==> config.mk <==
export PLATFORM = sky130hd
export DESIGN_NAME = fp32_div_result_buf
export DESIGN_NICKNAME = d
export VERILOG_FILES = /design/src/rtl/fp32_div_result_buf.sv
export SDC_FILE = /design/constraint.sdc
export NUM_CORES = 1
export LEC_CHECK = 0
export CELL_PAD_IN_SITES_DETAIL_PLACEMENT = 2
export CELL_PAD_IN_SITES_GLOBAL_PLACEMENT = 2
export CORE_MARGIN = 8
export CORE_UTILIZATION = 47
export CTS_CLUSTER_DIAMETER = 150
export CTS_CLUSTER_SIZE = 28
export DETAILED_ROUTE_END_ITERATION = 6
export DONT_BUFFER_PORTS = 1
export GPL_TIMING_DRIVEN = 0
export PLACE_DENSITY = 0.82
export SETUP_SLACK_MARGIN = 0.5
export SYNTH_ARGS = -nofsm -noshare
export SYNTH_HDL_FRONTEND = slang
export SYNTH_SLANG_ARGS = --single-unit
==> constraint.sdc <==
create_clock -name clk -period 3.17 [get_ports clk]
set_input_delay 0.4755 -clock clk [delete_from_list [all_inputs] [get_ports clk]]
set_output_delay 0.4755 -clock clk [all_outputs]
set_load 0.01 [all_outputs]
==> src/rtl/fp32_div_result_buf.sv <==
// fp32_div_result_buf
// Registered result buffer downstream of the combinational fp32 divider.
// Divider results (word, five exception flags, caller tag) are queued in a
// DEPTH-entry FIFO and presented through a valid/ready handshake. Each
// committed (dequeued) entry ORs its flags into a sticky fflags register.
// A saturating count of committed inexact results is also kept.
//
// Ports:
//   clk, rst_n                 clock, async active-low reset
//   in_valid/in_ready          producer handshake (in_ready from count only)
//   in_y, in_flags, in_tag     result word, {NV,DZ,OF,UF,NX} flags, tag
//   out_valid/out_ready        consumer handshake on the head entry
//   out_y, out_flags, out_tag  head entry fields, zero when empty
//   count                      current occupancy
//   fflags                     sticky flags; fflags_clr / fflags_wr / fflags_wdata
//   nx_cnt, nx_cnt_clr         saturating inexact-commit counter and its clear
module fp32_div_result_buf #(
  parameter int DEPTH = 4,
  parameter int TAG_W = 4
) (
  input  logic                       clk,
  input  logic                       rst_n,
  input  logic                       in_valid,
  output logic                       in_ready,
  input  logic [31:0]                in_y,
  input  logic [4:0]                 in_flags,
  input  logic [TAG_W-1:0]           in_tag,
  output logic                       out_valid,
  input  logic                       out_ready,
  output logic [31:0]                out_y,
  output logic [4:0]                 out_flags,
  output logic [TAG_W-1:0]           out_tag,
  output logic [$clog2(DEPTH):0]     count,
  output logic [4:0]                 fflags,
  input  logic                       fflags_clr,
  input  logic                       fflags_wr,
  input  logic [4:0]                 fflags_wdata,
  output logic [15:0]                nx_cnt,
  input  logic                       nx_cnt_clr
);

  localparam int AW = $clog2(DEPTH);
  localparam int CW = AW + 1;
  localparam logic [CW-1:0] DEPTH_C = CW'(DEPTH);

  logic [31:0]      mem_y     [DEPTH];
  logic [4:0]       mem_flags [DEPTH];
  logic [TAG_W-1:0] mem_tag   [DEPTH];

  logic [AW-1:0] wr_ptr;
  logic [AW-1:0] rd_ptr;
  logic          enq;
  logic          deq;
  logic [4:0]    fflags_base;
  logic [4:0]    fflags_next;
  logic [15:0]   nx_base;
  logic [15:0]   nx_next;

  // in_ready is a function of the registered count only, so a full buffer
  // refuses input even when the consumer is draining in the same cycle.
  assign in_ready  = (count < DEPTH_C);
  assign out_valid = (count != '0);
  assign enq       = in_valid & in_ready;
  assign deq       = out_valid & out_ready;

  assign out_y     = out_valid ? mem_y[rd_ptr]     : '0;
  assign out_flags = out_valid ? mem_flags[rd_ptr] : '0;
  assign out_tag   = out_valid ? mem_tag[rd_ptr]   : '0;

  // Storage carries no reset; validity is tracked by count alone.
  always_ff @(posedge clk) begin
    if (enq) begin
      mem_y[wr_ptr]     <= in_y;
      mem_flags[wr_ptr] <= in_flags;
      mem_tag[wr_ptr]   <= in_tag;
    end
  end

  // Pointers are exactly AW bits wide so they wrap modulo DEPTH on overflow.
  always_ff @(posedge clk or negedge rst_n) begin
    if (!rst_n) begin
      wr_ptr <= '0;
      rd_ptr <= '0;
      count  <= '0;
    end else begin
      if (enq) wr_ptr <= wr_ptr + AW'(1);
      if (deq) rd_ptr <= rd_ptr + AW'(1);
      count <= count + CW'(enq) - CW'(deq);
    end
  end

  // Write beats clear; a commit in the same cycle is ORed on top of either,
  // so no committed flag is ever lost.
  always_comb begin
    fflags_base = fflags;
    if (fflags_wr)       fflags_base = fflags_wdata;
    else if (fflags_clr) fflags_base = 5'b0;
    fflags_next = fflags_base | (deq ? out_flags : 5'b0);
  end

  always_comb begin
    nx_base = nx_cnt_clr ? 16'h0 : nx_cnt;
    nx_next = nx_base;
    if (deq && out_flags[0] && (nx_base != 16'hFFFF)) nx_next = nx_base + 16'h1;
  end

  always_ff @(posedge clk or negedge rst_n) begin
    if (!rst_n) begin
      fflags <= '0;
      nx_cnt <= '0;
    end else begin
      fflags <= fflags_next;
      nx_cnt <= nx_next;
    end
  end

endmodule

# Word-level counts from Yosys, hierarchy flattened

Memory sizes are Yosys's and may differ from the RTL's.
Cells that the tools add are included.

Memories: 3
Logic and storage cells: 31
Bits of input ports: 53
RAM bits: 164
Output and inout port bits: 67
Register bits after elaboration: 28

Reductions and logical operators: 3
Mux-type cells: 10
Equal/unequal tests: 1
$lt $le $gt $ge: 1
Bitwise operators: 3
Add/sub/neg operators: 5

Memories:

| name      | depth | bits a word | rd ports | clocked after Yosys merged registers in | wr ports | line | source |
|---|---|---|---|---|---|---|---|
| mem_y     | 4     | 32          | 1        | 0                                       | 1        | 46   | `logic [31:0] mem_y [DEPTH];` |
| mem_flags | 4     | 5           | 1        | 0                                       | 1        | 47   | `logic [4:0] mem_flags [DEPTH];` |
| mem_tag   | 4     | 4           | 1        | 0                                       | 1        | 48   | `logic [TAG_W-1:0] mem_tag [DEPTH];` |

Operators by type and width:

| cell                                          | number |
|---|---|
| 2-to-1 mux 16 bit                             | 2 |
| 2-to-1 mux 32 bit                             | 1 |
| 2-to-1 mux 5 bit                              | 4 |
| adder 16 x 1 -> 16 bit, second input constant | 1 |
| inequality test 16 bit, second input constant | 1 |
| OR 5 bit                                      | 1 |
| adder 2 x 1 -> 2 bit, second input constant   | 2 |
| 2-to-1 mux 4 bit                              | 1 |
| adder 3 x 1 -> 3 bit                          | 1 |
| < comparator 3 bit, second input constant     | 1 |
| nonzero test 3 bit                            | 1 |
| subtractor 3 x 1 -> 3 bit                     | 1 |
| bitwise AND 1 bit                             | 2 |
| logical AND 1 bit                             | 2 |
| 2-to-1 mux 1 bit                              | 2 |

# Logic depth before layout (Yosys ltp)

Gate-level depths: netlist of run 1.

Word-level depth: 5
Mapped depth: 10
Mapped depth without buffers: 8

# Worst setup path before layout of run 1

No wires, ideal clock.

Kind: register to register
Start point: register count[2]
End point: register count[2]
Setup slack: 723 ps
Data arrival time: 2323 ps
Data required time: 3046 ps
Setup time: 124 ps
Stages on the path, launching flop included: 11
Buffers on the path: 2
Cell sequence: dfrtp_1 > or3_1 > clkbuf_1 > and2_1 > clkbuf_1 > ha_1 > inv_1 > ha_1 > fa_1 > xnor2_1 > xnor2_1

Elaborated cells on any way between the ends: 6

RTL lines:

| element                   | line | source |
|---|---|---|
| start, declared           | 33   | `output logic [$clog2(DEPTH):0] count,` |
| start signal, assigned    | 88   | `count <= count + CW'(enq) - CW'(deq);` |
| nonzero test 3 bit        | 62   | `assign out_valid = (count != '0);` |
| bitwise AND 1 bit         | 64   | `assign deq = out_valid & out_ready;` |
| net deq                   | 53   | `logic deq;` |
| subtractor 3 x 1 -> 3 bit | 88   |  |

The timed path passes the listed nets, and every way through them passes these cells.
A chain may end at the register's enable or synchronous reset.

# Final worst setup path of run 1

Ends and elaborated chain as after synthesis.

==> results by group, run 1 <==
Timing
  – Hold WS: 134.7 ps
  – Worst Max-Slew Pin Slew: 581.3 ps
  – Setup-failing EPs final: 0
  – Fmax: 386.9 MHz
  – Slew headroom: 61.24%
  – Final period util: 81.53%
  – Min cycle time layout: 2585 ps
  – Max Clock Skew: 6.115 ps
  – Final WS setup: 585.4 ps
  – RSZ-0062 raised after global routing: false
  – Setup TNS after final layout: 0 ps
  – Pins over their slew limit: 0
  – Fin. Hold Viols: 0

Synth
  – Largest family of logic cells by synthesized area: multiplexers
  – Syn_nets: 469
  – Sequential-to-total area share from yosys stat: 72.40%
  – Synth Area in Compound Gates: 1.514%
  – Syn avg cell area: 19.04 um^2
  – Mux share of post-synthesis cell area: 12.03%
  – EDFF count, synth: 164
  – Synth Area in Simple Gates: 8.696%
  – Cell accounting for the most synthesized area: edfxtp_1
  – Synth top area share: 63.38%
  – Synth Flop Type: edfxtp_1
  – Async S/R FF share, synth: 14.58%
  – Cell Area, Synth: 7770 um^2
  – Count of cell types in the netlist: 45
  – Top post-synthesis cells by area: edfxtp_1, mux4_2, dfrtp_1
  – Yosys warns: 0
  – Synth Area in XOR/XNOR: 2.142%
  – Adder-cell area share of the yosys netlist: 1.385%
  – Yosys reg bits: 192
  – Cells after synthesis: 408

Floorplanning
  – Initial cell density of the core: 47.53%
  – Vert. Die Dim: 144.6 um
  – Core Area: 16350 um^2
  – Die ar.: 20900 um^2
  – # rows: 47
  – IO Pins: 120
  – Die Width: 144.6 um

Routing
  – # DRC: 0
  – Vias per std cell: 5.598
  – Wirelength per Cell: 26.65 um
  – Vias: 3728
  – Total Wirelength: 17.75 mm
  – Drt first pass iters: 4
  – Post-DRT Antenna Nets: 0
  – Initial DRC Count: 204

Clock tree
  – CTS Sinks: 192
  – Max clock buf depth: 2
  – Clk root buf: clkbuf_16
  – Cts bufs inserted: 17
  – Later-pin clock latency in the skew report: 430 ps
  – Clock-pin slew on the worst setup and hold paths: 80 ps
  – Htree depth: 4
  – CTS tree: built

Critical path
  – CP Class: reg2reg
  – Worst setup EP type: flip-flop
  – Crit-path max FO: 9
  – CP required: 3490 ps
  – Crit start category: flip-flop
  – Crit path arrival time: 2900 ps

Status
  – Outcome: finished clean

GRT
  – Initial antenna violation count: 0
  – Vias in the first global route: 4266
  – Tot GR Track Use: 18.02%
  – Largest net degree at the start of global routing: 29
  – GRT overflow: 0
  – Global-route wire length before repair: 26.85 mm

Pwr
  – Power Density: 884.0 nW/um^2
  – Pleak: 2.976 nW
  – Overall Power: 0.007801 W
  – Worst vdd ir: 0.0005299 V

Layout
  – Commonest non-fill, non-tap cell in the layout: edfxtp_1
  – N_diodes: 0
  – Design area: 8825 um^2
  – Fin nets: 494
  – Area Overhead vs Synth: 13.57%
  – Most frequent cells in the layout: edfxtp_1, and2_1, mux4_2, dfrtp_1, clkbuf_16
  – Proportion of layout cells with a drive suffix above 1: 26.01%

Place
  – IO buf count: 0
  – Pre-CTS setup slack: 337.7 ps
  – RD Place Congestion: 0.7414
  – Area post-placement: 8130 um^2
  – HPWL Detailed: 12.07 mm

Hold path
  – Hold Crit Class: in2reg

Flow run
  – Max-cap violations: 0
-- critical path: stages (launching register included) --
cell	delay (ps)
dfrtp_2	460
or3_1	380
buf_4	180
and2_1	150
clkbuf_4	170
ha_1	280
inv_1	40
ha_1	190
fa_2	360
xnor2_2	150
xnor2_1	120
-- cells by family (layout without fill, tap and decap cells) --
| group | after synthesis | after routing |
|---|---|---|
| flops | 192 | 192 |
| compound gates | 13 | 13 |
| fa+ha+maj | 8 | 8 |
| simple gates | 101 | 101 |
| xor+xnor | 19 | 19 |
| buf+inv | 33 | 71 |
| mux | 42 | 42 |
-- layer usage --
| layer | track usage (%) | part of all wire (%) | up-vias |
|---|---|---|---|
| met5 | 0 | 0 | - |
| met4 | 6.024 | 1.4 | 0 |
| met3 | 7.362 | 9.3 | 21 |
| met2 | 31.66 | 53 | 121 |
| met1 | 19.30 | 37 | 1965 |
| li1 | - | - | 1621 |
-- worst paths after layout --
check	slack, ps	startpoint	to	depth (start not counted)
max in group asynchronous	2510	rst_n	count[2]	2
setup reg to reg	590	count[2]	count[2]	10
hold reg to reg	590	fflags[1]	fflags[1]	2
setup / recovery	590	count[2]	count[2]	10
min in group asynchronous	480	rst_n	count[0]	2
hold / removal	130	in_tag[2]	mem_tag[1][2]	0
-- per-stage QoR --
step / cells / util (%)
after global routing: 666 / 53.98
after detailed placement: 632 / 49.73
final: 666 / 53.98
after floorplan: 408 / -
after global placement: 628 / 49.21
after CTS: 666 / 53.91
-- power by group --
part           switching (W)  internal, W  leakage [nW]
Sequential          0.000169      0.00315          1.85
Clock               0.000993      0.00119         0.289
Combinational        0.00130     0.000995         0.836
-- what timing repair did --
action | CTS | global route
resized for setup | 22 | 9
setup endpoints to repair | 31 | 27
setup buffers | 0 | 0
endpoints found under the hold margin | 28 | 0
hold buffers | 2 | 0
-- synth_stat cells, types with 2 or more instances --
master	instances
a211oi_1	3
a221o_1	2
a222oi_1	3
and2_1	45
buf_2	6
clkbuf_1	11
dfrtp_1	28
edfxtp_1	164
ha_1	7
inv_1	14
mux4_2	41
nand2_1	10
nand2b_1	4
nand3_1	3
nand3b_1	2
nand4b_1	2
nor2_1	9
nor2b_1	6
nor3_2	3
nor3b_1	2
nor4_4	2
xnor2_1	17
xor2_1	2
-- cell type report --
cell class / count / area (um^2)
plain buffers: 19 / 142.6
clock buffers: 17 / 425.4
clock inverters: 15 / 173.9
fillers: 1411 / 7523
inverters: 14 / 52.55
multi-input cells: 183 / 2017
flip-flops and latches: 192 / 5628
well taps: 220 / 275.3
repair buffers: 6 / 110.1
-- state kept, by name, indices dropped and copies added, names as in the netlist --
name and cells:
mem_y 128, mem_flags 20, mem_tag 16, nx_cnt 16
fflags 5, count 3, rd_ptr 2, wr_ptr 2
(Power assumes the default switching activity.)
==> run 2: changes to the inputs <==
==> constraint.sdc (replaced) <==
create_clock -name clk -period 2.7 [get_ports clk]
set_input_delay 0.405 -clock clk [delete_from_list [all_inputs] [get_ports clk]]
set_output_delay 0.405 -clock clk [all_outputs]
set_load 0.01 [all_outputs]
==> results by group, run 2 (synthesized netlist as in run 1, its figures left out) <==
Status
  – Outcome: finished clean

Place
  – Pre-CTS setup slack: 83.52 ps (-254.2 ps)
  – Dpl cells: 632 (unchanged)
  – IO buf count: 0 (unchanged)
  – HPWL Detailed: 12.26 mm (+1.6%)
  – RD Place Congestion: 0.7598 (+2.5%)

GRT
  – Tot GR Track Use: 18.72% (+0.69 points)
  – Largest net degree at the start of global routing: 31 (+6.9%)
  – Global-route wire length before repair: 27.94 mm (+4.0%)
  – GRT overflow: 0 (unchanged)
  – Vias in the first global route: 4512 (+5.8%)
  – Initial antenna violation count: 0 (unchanged)

Timing
  – Worst Max-Slew Pin Slew: 685.6 ps (+104.3 ps)
  – Slew headroom: 54.04% (-7.2 points)
  – Final WS setup: 263.9 ps (-321.5 ps)
  – Fmax: 410.5 MHz (+6.1%)
  – RSZ-0062 raised after global routing: true
  – Min cycle time layout: 2436 ps (-148.5 ps)
  – Setup TNS after final layout: 0 ps (unchanged)
  – Pins over their slew limit: 0 (unchanged)
  – Setup-failing EPs final: 0 (unchanged)
  – Final period util: 90.23% (+8.7 points)
  – Max Clock Skew: 6.488 ps (+0.3739 ps)
  – Fin. Hold Viols: 0 (unchanged)
  – Hold WS: 73.62 ps (-61.11 ps)

Critical path
  – Critical Path Source: count[0]
  – Crit start category: flip-flop
  – Top delay family on crit path: adder cells
  – Worst r2r src: count[0]
  – Worst setup EP type: flip-flop
  – Critical Path Slowest Stage Cell: dfrtp_2
  – CP Class: reg2reg
  – Crit path arrival time: 2740 ps (-160 ps)
  – Critical Path, Cell by Cell: or3_4 > clkbuf_16 > and2_4 > buf_8 > ha_4 > inv_2 > ha_4 > fa_2 > xnor2_2 > xnor2_1
  – Largest stage delay, worst path: 460 ps (about the same)
  – CP most frequent cell: ha_4
  – Crit-path max FO: 4 (-5)
  – Worst Path Buf+Inv: 3 (unchanged)
  – CP required: 3000 ps (-490 ps)

Pwr
  – Clk network pwr share: 24.9% (-3.1 points)
  – Logic pwr share: 35.9% (+6.4 points)
  – Pleak: 3.212 nW (+7.9%)
  – Switch share: 30.32% (-1.3 points)
  – Worst vdd ir: 0.0005494 V (+3.7%)
  – Share of power burned in registers: 39.2% (-3.3 points)
  – P_int: 0.006940 W (+30%)
  – Power Density: 1074 nW/um^2 (+22%)
  – Total net switching power: 0.003019 W (+22%)

Routing
  – Vias: 3829 (+2.7%)
  – Drt first pass iters: 4 (unchanged)
  – # DRC: 0 (unchanged)
  – Wirelength per Cell: 27.40 um (+2.8%)
  – Initial DRC Count: 212 (+3.9%)
  – Post-DRT Antenna Nets: 0 (unchanged)
  – Vias per std cell: 5.614 (+0.30%)
  – Total Wirelength: 18.69 mm (+5.3%)

Layout
  – Max reg flops: 128 (unchanged)
  – N_diodes: 0 (unchanged)
  – Area Overhead vs Synth: 19.31%
  – Most frequent cells in the layout: edfxtp_1, mux4_2, and2_4, dfrtp_1, clkbuf_16
  – Fin nets: 511 (+3.4%)
  – Proportion of layout cells with a drive suffix above 1: 40.48% (+14 points)
  – Largest registers: mem_y x128, mem_flags x20
  – Commonest non-fill, non-tap cell in the layout: edfxtp_1
  – Most flops, register: mem_y
  – Post-layout util: 56.70% (+2.7 points)
  – Final cell count without fillers: 682 (+2.4%)

Clock tree
  – Clk root buf: clkbuf_16
  – Later-pin clock latency in the skew report: 420 ps (about the same)
  – Cts bufs inserted: 17 (unchanged)
  – CTS tree: built
  – Clock-pin slew on the worst setup and hold paths: 70 ps (about the same)
  – Htree depth: 4 (unchanged)
  – Max clock buf depth: 2 (unchanged)
  – CTS Sinks: 192 (unchanged)

Floorplanning
  – Initial cell density of the core: 47.53% (unchanged)
  – Die ar.: 20900 um^2 (unchanged)
  – # rows: 47 (unchanged)
  – Vert. Die Dim: 144.6 um (unchanged)
  – Core Area: 16350 um^2 (unchanged)
  – IO Pins: 120 (unchanged)
  – Die Width: 144.6 um (unchanged)

Hold path
  – HP Start: in_y[2]
  – Hold Crit Class: in2reg

Flow run
  – Max-cap violations: 0 (unchanged)
## run 2: cell count changes in the layout (fill, tap and decap cells not counted), sizes merged
| cell | delta |
|---|---|
| inv | -3 |
| clkinv | +1 |
| clkbuf | +2 |
| buf | +15 |
| clkinvlp | +1 |
## run 2: per-stage QoR
| step | instance area, um^2 | power [W] |
|---|---|---|
| floorplan | 7809 | 0.005869 |
| global placement | 8084 | 0.006453 |
| detailed placement | 8169 | 0.006655 |
| CTS | 9189 | 0.01003 |
| global route | 9270 | 0.01041 |
| finish | 9270 | 0.009959 |
## run 2: final cells by class
class                      count  area (um^2)
fill                        1391         7078
buffer                        19        256.5
tap                          220        275.3
clock inverter                14        157.7
clock buffer                  17        425.4
multi-input combinational    183         2180
timing repair buffer          23        289.0
inverter                      14        55.05
sequential                   192         5632
## run 2: final timing paths
| path | to | slack [ps] | depth (start not counted) |
|---|---|---|---|
| max reg2reg | count[2] | 260 | 10 |
| max in group asynchronous | nx_cnt[1] | 2090 | 2 |
| min | mem_y[1][2] | 70 | 0 |
| max | count[2] | 260 | 10 |
| min in group asynchronous | nx_cnt[8] | 430 | 2 |
| min reg2reg | fflags[1] | 580 | 2 |
## run 2: power by group through the flow
stage / sequential, W / combinational (W) / clock [W]
floorplan: 0.00389 / 0.00198 / 0
global placement: 0.00393 / 0.00253 / 0
detailed placement: 0.00395 / 0.00271 / 0
CTS: 0.00391 / 0.00358 / 0.00254
global route: 0.00395 / 0.00384 / 0.00263
finish: 0.00391 / 0.00357 / 0.00248
## run 2: routing by layer
metal	vias to the layer above	wire length, um	global-route usage, %
met3	16	1552	6.570
li1	1656	-	-
met4	0	226	5.750
met5	-	0	0
met1	2037	6903	20.75
met2	120	10010	33.09
## run 2: worst register-to-register path: stages, from the launching register on
cell and delay, ps:
dfrtp_2 460, or3_4 400, clkbuf_16 160, and2_4 140, buf_8 120, ha_4 250, inv_2 30, ha_4 140
fa_2 350, xnor2_2 150, xnor2_1 130
## run 2: repair_timing
action	in CTS	in global routing
gates cloned	1	0
pin swaps	17	3
setup endpoints to repair	48	47
hold buffers	2	0
buffers inserted	11	5
gates resized for setup	97	13
endpoints found under the hold margin	28	0
